[src/rtl/pipe_addsub_if.sv]
// Stream bundle for pipe_addsub: operand beat in, result beat out, each with valid/ready.
// The master drives operands and out_ready; the slave (the adder) drives results and in_ready.
interface pipe_addsub_if #(
  parameter int unsigned WIDTH = 16
) ();
  logic             in_valid;
  logic             in_ready;
  logic [WIDTH-1:0] a;
  logic [WIDTH-1:0] b;
  logic             cin;
  logic             sub;
  logic             out_valid;
  logic             out_ready;
  logic [WIDTH-1:0] s;
  logic             cout;
  logic             ovf;

  modport master (
    output in_valid, a, b, cin, sub, out_ready,
    input  in_ready, out_valid, s, cout, ovf
  );

  modport slave (
    input  in_valid, a, b, cin, sub, out_ready,
    output in_ready, out_valid, s, cout, ovf
  );
endinterface

[src/rtl/pipe_addsub.sv]
// Pipelined ripple-carry adder/subtractor, STAGES carry segments behind an operand register.
// Optional signed saturation of the result when PIPE_ADDSUB_SAT_EN is defined.
module pipe_addsub #(
  parameter int unsigned WIDTH  = 16,
  parameter int unsigned STAGES = 4
) (
  input logic           clk,
  input logic           rst_b,
  pipe_addsub_if.slave  bus
);

  localparam int unsigned SEG = (STAGES >= 1) ? WIDTH / STAGES : WIDTH;

  if (STAGES < 1) begin : g_bad_stages
    $error("pipe_addsub: STAGES must be at least 1");
  end else if (WIDTH % STAGES != 0) begin : g_bad_split
    $error("pipe_addsub: WIDTH must be a multiple of STAGES");
  end
  if (WIDTH < 2) begin : g_bad_width
    $error("pipe_addsub: WIDTH must be at least 2");
  end

  // Index 0 is the operand register; index k holds the result of carry segment k.
  logic [STAGES:0]  vld_d, vld_q;
  logic [STAGES:0]  cy_d, cy_q;
  logic [WIDTH-1:0] a_d   [STAGES+1];
  logic [WIDTH-1:0] a_q   [STAGES+1];
  logic [WIDTH-1:0] b_d   [STAGES+1];
  logic [WIDTH-1:0] b_q   [STAGES+1];
  logic [WIDTH-1:0] sum_d [STAGES+1];
  logic [WIDTH-1:0] sum_q [STAGES+1];
  logic [SEG:0]     seg_sum;
  logic             en;
  logic             msb_cin;
  logic             ovf;

  // One enable for the whole pipe: it only moves when the output slot is free or draining.
  assign en = ~vld_q[STAGES] | bus.out_ready;

  always_comb begin : next_state
    vld_d   = vld_q;
    cy_d    = cy_q;
    a_d     = a_q;
    b_d     = b_q;
    sum_d   = sum_q;
    seg_sum = '0;
    if (en) begin
      vld_d[0] = bus.in_valid;
      a_d[0]   = bus.a;
      b_d[0]   = bus.sub ? ~bus.b : bus.b;
      cy_d[0]  = bus.sub ? ~bus.cin : bus.cin;
      sum_d[0] = '0;
      for (int k = 1; k <= int'(STAGES); k++) begin
        seg_sum = {1'b0, a_q[k-1][(k-1)*SEG +: SEG]}
                + {1'b0, b_q[k-1][(k-1)*SEG +: SEG]}
                + {{SEG{1'b0}}, cy_q[k-1]};
        vld_d[k]                      = vld_q[k-1];
        a_d[k]                        = a_q[k-1];
        b_d[k]                        = b_q[k-1];
        sum_d[k]                      = sum_q[k-1];
        sum_d[k][(k-1)*SEG +: SEG]    = seg_sum[SEG-1:0];
        cy_d[k]                       = seg_sum[SEG];
      end
    end
  end

  always_ff @(posedge clk or negedge rst_b) begin : state_reg
    if (!rst_b) begin
      vld_q <= '0;
      cy_q  <= '0;
      a_q   <= '{default: '0};
      b_q   <= '{default: '0};
      sum_q <= '{default: '0};
    end else begin
      vld_q <= vld_d;
      cy_q  <= cy_d;
      a_q   <= a_d;
      b_q   <= b_d;
      sum_q <= sum_d;
    end
  end

  // Carry into the MSB recovered from the MSB's own sum bit and its two addend bits.
  assign msb_cin = a_q[STAGES][WIDTH-1] ^ b_q[STAGES][WIDTH-1] ^ sum_q[STAGES][WIDTH-1];
  assign ovf     = msb_cin ^ cy_q[STAGES];

  always_comb begin : outputs
    bus.in_ready  = en;
    bus.out_valid = vld_q[STAGES];
    bus.cout      = cy_q[STAGES];
    bus.ovf       = ovf;
`ifdef PIPE_ADDSUB_SAT_EN
    if (ovf) begin
      bus.s = a_q[STAGES][WIDTH-1] ? {1'b1, {(WIDTH-1){1'b0}}} : {1'b0, {(WIDTH-1){1'b1}}};
    end else begin
      bus.s = sum_q[STAGES];
    end
`else
    bus.s = sum_q[STAGES];
`endif
  end

endmodule
[src/flat_wrapper.sv]
// flat-port wrapper written by rule: the top's interface ports become plain ports
module pipe_addsub_flat 
#(
  parameter int unsigned WIDTH  = 16,
  parameter int unsigned STAGES = 4
)
  (clk, rst_b, bus_in_valid, bus_a, bus_b, bus_cin, bus_sub, bus_out_ready, bus_in_ready, bus_out_valid, bus_s, bus_cout, bus_ovf);
  pipe_addsub_if #(.WIDTH(WIDTH)) bus_i ();
  input logic clk;
  input logic rst_b;
  input wire logic [$bits(bus_i.in_valid)-1:0] bus_in_valid;
  input wire logic [$bits(bus_i.a)-1:0] bus_a;
  input wire logic [$bits(bus_i.b)-1:0] bus_b;
  input wire logic [$bits(bus_i.cin)-1:0] bus_cin;
  input wire logic [$bits(bus_i.sub)-1:0] bus_sub;
  input wire logic [$bits(bus_i.out_ready)-1:0] bus_out_ready;
  output wire logic [$bits(bus_i.in_ready)-1:0] bus_in_ready;
  output wire logic [$bits(bus_i.out_valid)-1:0] bus_out_valid;
  output wire logic [$bits(bus_i.s)-1:0] bus_s;
  output wire logic [$bits(bus_i.cout)-1:0] bus_cout;
  output wire logic [$bits(bus_i.ovf)-1:0] bus_ovf;
  assign bus_i.in_valid = bus_in_valid;
  assign bus_i.a = bus_a;
  assign bus_i.b = bus_b;
  assign bus_i.cin = bus_cin;
  assign bus_i.sub = bus_sub;
  assign bus_i.out_ready = bus_out_ready;
  assign bus_in_ready = bus_i.in_ready;
  assign bus_out_valid = bus_i.out_valid;
  assign bus_s = bus_i.s;
  assign bus_cout = bus_i.cout;
  assign bus_ovf = bus_i.ovf;
  pipe_addsub #(.WIDTH(WIDTH), .STAGES(STAGES)) u_core (.clk(clk), .rst_b(rst_b), .bus(bus_i));
endmodule
[config.mk]
export PLATFORM = sky130hd
export DESIGN_NAME = pipe_addsub_flat
export DESIGN_NICKNAME = d
export VERILOG_FILES = /design/src/rtl/pipe_addsub_if.sv /design/src/rtl/pipe_addsub.sv /design/src/flat_wrapper.sv
export SDC_FILE = /design/constraint.sdc
export NUM_CORES = 1
export LEC_CHECK = 0
export BUFFER_PORTS_ARGS = -buffer_cell sky130_fd_sc_hd__buf_2
export CAP_MARGIN = 20
export CORE_MARGIN = 2
export CORE_UTILIZATION = 39
export DETAILED_ROUTE_END_ITERATION = 10
export SYNTH_ARGS = -nofsm -noshare
export SYNTH_HDL_FRONTEND = slang
export SYNTH_SLANG_ARGS = --single-unit
[constraint.sdc]
create_clock -name clk -period 2.35 [get_ports clk]
set_input_delay 0.235 -clock clk [delete_from_list [all_inputs] [get_ports clk]]
set_output_delay 0.235 -clock clk [all_outputs]
set_load 0.05 [all_outputs]
* Word level (Yosys, flattened, before mapping)
Index checks and enable logic that the tools add are counted.
** Cells by class
- $add $sub $neg :: 8
- Muxes and demuxes :: 2
- Bitwise operators :: 7
** Operators by type and width (number)
- $add A4 B4 Y5 :: 4
- $add A5 B1 Y5 :: 4
- $mux W16 :: 1
- $not A16 Y16 :: 1
- $xor A1 B1 Y1 :: 3
- $not A1 Y1 :: 2
- $mux W1 :: 1
- $or A1 B1 Y1 :: 1
** Word-level totals
- Register bits :: 210
- Input bits :: 38
- Output and inout bits :: 20
- Word-level logic and storage cells :: 33

* Depth between registers and ports, before layout
- Depth after elaboration :: 3
- Mapped depth :: 6
- Gate-level depth less buffers :: 6

* Worst setup path after synthesis
No wires, ideal clock.
- Path kind :: register -> output
- Start :: reg u_core.cy_q[4]
- End :: out bus_ovf
- Arrival :: 1.657 ns
- Data required time :: 2.115 ns
- Slack :: 0.458 ns
- Cell stages (with the launch flop) :: 3
- Buffers on the path :: 0
- Cell sequence :: dfrtp_1 > xor2_1 > xnor2_1
** On the way
- Cells in the longest elaborated chain, start to end :: 1
** Ends and longest elaborated chain
- from (decl) :: RTL line pipe_addsub.sv:25 : logic [STAGES:0] cy_d, cy_q;
- from (signal assigned) :: RTL line pipe_addsub.sv:76 : cy_q <= cy_d;
- $xor A1 B1 Y1 :: RTL line pipe_addsub.sv:85 : assign ovf = msb_cin ^ cy_q[STAGES];
- to (decl) :: RTL line flat_wrapper.sv:21 : output wire logic [$bits(bus_i.ovf)-1:0] bus_ovf;
Every way passes these cells.

* Worst setup path after layout
- Start :: reg u_core.b_q[64] (netlist name)
- End :: reg u_core.cy_q[1]
** On the way
- Cells in the longest elaborated chain, start to end :: 2
** Ends and longest elaborated chain
- from (decl) :: RTL line pipe_addsub.sv:29 : logic [WIDTH-1:0] b_q [STAGES+1];
- from (signal assigned) :: RTL line pipe_addsub.sv:72 : b_q <= '{default: '0};
- from (signal assigned) :: RTL line pipe_addsub.sv:78 : b_q <= b_d;
- $add A4 B4 Y5 :: RTL line pipe_addsub.sv:55 : + {1'b0, b_q[k-1][(k-1)*SEG +: SEG]}
- $add A5 B1 Y5 :: RTL line pipe_addsub.sv:56 : + {{SEG{1'b0}}, cy_q[k-1]};
Every way passes these cells.
A chain may end at the register's enable or synchronous reset.

==> reports/metrics.cfg <==
[power]
comb_power_share_pct = 33.8
internal_power_w = 0.00634
ir_drop_mv = 0.676
p_sw_w = 0.00372
power_w = 0.0101
switching_share_pct = 37.0
power_density_nw_per_um2 = 1510
seqPwrFrac_pct = 38.2
clkPwrFrac_pct = 27.9
p_leak_nw = 3.42

[synth]
synth-edff-count = 0
netlist_area_sq_um = 5710
synthTopCellsByCount = nand2_1, dfrtp_1, o21ai_0
synthFlopType = dfrtp_1
ys_seq_area_share_pct = 57.9
ys_ff_latch = 132
synth_top_area_share_pct = 57.9
yosysMostFrequentCell = nand2_1
yosys_warnings = 0
yosys.cell_types.count = 23
yosys.area.top_type = dfrtp_1
synthTopCellsByArea = dfrtp_1, nand2_1, xnor2_1, buf_4, fa_1
syn_nets = 669
avgSynthCellArea_sq_um = 9.34
synthArstFlopShare_pct = 100
syn_inst = 611

[detailed_routing]
drtPass1Iterations = 4
num_vias = 3831
wirelength_um = 10100
wire_per_inst_um = 11.9
drtAntennaViolNets = 0
vias_per_cell = 4.53
drc = 0
drt_iter0_drc = 249

[timing]
hold_viol = 0
maxSlewHeadroom_pct = 55.6
fin_worst_skew_ns = 0.00505
rsz0062_at_grt = no
slew_viol_final = 0
setup_tns_ns = 0
whs_ns = 0.0206
max_freq_mhz = 559
worstMarginPinSlew_ns = 0.666
fin_crit_ns = 1.79
period_share_pct = 76.1
finalSetupViolCount = 0

[grt]
grt_pass1_vias = 4050
grt_max_degree = 139
grt_overflow = 0
antenna_found_initial = 0
grt_pass1_wl_um = 18200
grt_usage_pct = 14.1

[floorplan]
core_area_sq_um = 14400
dieArea_sq_um = 15600
die_width_um = 125
die-height_um = 125
rows = 44
start_util_pct = 39.6
ios = 58

[critical_path]
slowest_stage = fa_1
slowest_delay_ns = 0.47
cp-start-kind = flip-flop
path_class = reg -> reg
cp_max_fo = 2
worstPathCellList = fa_1 > fa_1 > a21o_1 > a21oi_1 > a21oi_1
startpoint = u_core.b_q[64]$_DFFE_PN0P_
crit_end = u_core.cy_q[1]$_DFFE_PN0P_
crit_path_end_kind = flip-flop
r2r_end = u_core.cy_q[1]$_DFFE_PN0P_
rrSetupSlack_ns = 0.56
reg2regPathDepth = 5
required_ns = 2.63
reg2reg_from = u_core.b_q[64]$_DFFE_PN0P_
arrival_ns = 2.07

[placed_design]
numPortBuffers = 57
place_congestion = 0.727
dp_hpwl_um = 6390

[clocking]
clkSlewWorstSetupHoldPaths_ns = 0.06
cts_tree = built
cts.htree.levels = 4
cts-root-buf = clkbuf_16
cts_buffer_depth = 2
holdBufCountCts = 1
clock-sinks = 132
clock_latency_ns = 0.41
numCtsBuffers = 17
cts_resized = 0
post_cts_buffers = 0

[final_layout]
diodes = 0
final_nets = 706
final-seq-area_sq_um = 3300
multi_input_area_sq_um = 2060
drive_gt1_share_pct = 14.7
nFillCells = 1412
area_growth_pct = 16.9

[hold_path]
holdCritPathClass = in -> reg

[run_status]
status = completed

[job]
cap_viol_max_count = 0

==> area by class of cell <==
cell class | count | area share (%)
clock buffer | 20 | 7.00
inverter | 12 | 0.713
clock inverter | 12 | 2.66
sequential | 132 | 49.5
tap | 184 | 3.45
timing repair buffer | 64 | 5.76
multi-input combinational | 421 | 30.9
==> registers in the layout, summed over array words and instances (netlist names) <==
register / cells
u_core.a_q: 41
u_core.cy_q: 5
u_core.bus.s: 16
u_core.vld_q: 5
u_core.sum_q: 24
u_core.b_q: 41
==> layout by cell type, fill, tap and decap left out <==
master         count
a21o_1             4
nor2b_4            1
a22oi_1            1
clkinv_2           2
buf_6              1
a21oi_1           14
fa_1               8
o31ai_1            1
nor2_1            13
buf_12             3
nand2_1          300
o21a_1             2
nor2b_1            4
buf_2             56
nand2b_1           1
xor2_1             7
clkbuf_16         17
o21ai_0           32
dlygate4sd3_1      1
inv_4              1
clkbuf_8           3
buf_4              3
clkinvlp_4         4
nor3_1             1
inv_1             11
dfrtp_1          132
clkinv_4           2
bufinv_16          4
ha_1              12
xnor2_1           20
==> kinds of logic (layout without fill, tap and decap cells) <==
group / Yosys count / in the layout / synth area share (%)
flops: 132 / 132 / 57.9
buf+inv: 58 / 108 / 5.96
compound gates: 54 / 54 / 5.09
simple gates: 320 / 320 / 21.5
xor+xnor: 27 / 27 / 4.14
fa+ha+maj: 20 / 20 / 5.44
==> critical path, delay by kind of cell (launching register included) <==
family,cells,cell delay (ns)
flip-flops,1,0.40
adder cells (fa/ha/maj),2,0.89
AO/OA/AOI/OAI,3,0.37
==> per-layer routing <==
layer / GRT usage, % / up-vias / part of all wire (%)
li1: - / 1951 / -
met1: 17.9 / 1806 / 48
met2: 23.4 / 58 / 46
met3: 3.51 / 16 / 3.5
met4: 5.36 / 0 / 1.7
met5: 0 / - / 0
==> power groups by stage <==
stage / Clock, W / Sequential [W] / Combinational (W)
finish: 0.00281 / 0.00384 / 0.00340
detailed placement: 0 / 0.00388 / 0.00344
global route: 0.00295 / 0.00399 / 0.00388
floorplan: 0 / 0.00380 / 0.00290
global placement: 0 / 0.00385 / 0.00334
CTS: 0.00286 / 0.00385 / 0.00348
==> per-stage QoR <==
step | instance area (sq um) | util [%] | worst slack (ns) | instances
after global routing | 6670 | 46.3 | 0.485 | 845
after detailed placement | 6020 | 41.7 | 0.559 | 812
after global placement | 6020 | 41.7 | 0.579 | 812
after floorplan | 5710 | - | 0.458 | 611
final | 6670 | 46.3 | 0.561 | 845
after CTS | 6670 | 46.3 | 0.549 | 845
==> worst min path at each step <==
stage / startpoint / to / slack (ns) / depth (start not counted)
3_5_place_dp: rst_b / u_core.b_q[65]$_DFFE_PN0P_ / 0.30 / 1
4_1_cts: bus_in_valid / u_core.vld_q[0]$_DFFE_PN0P_ / 0.008 / 3
2_1_floorplan: rst_b / u_core.a_q[15]$_DFFE_PN0P_ / -0.06 / 0
5_1_grt: bus_a[8] / u_core.a_q[72]$_DFFE_PN0P_ / 0.03 / 3
3_3_place_gp: rst_b / u_core.b_q[65]$_DFFE_PN0P_ / 0.28 / 1
6_report: bus_in_valid / u_core.vld_q[0]$_DFFE_PN0P_ / 0.02 / 3
No activity file was read; power rests on OpenSTA's default activity.
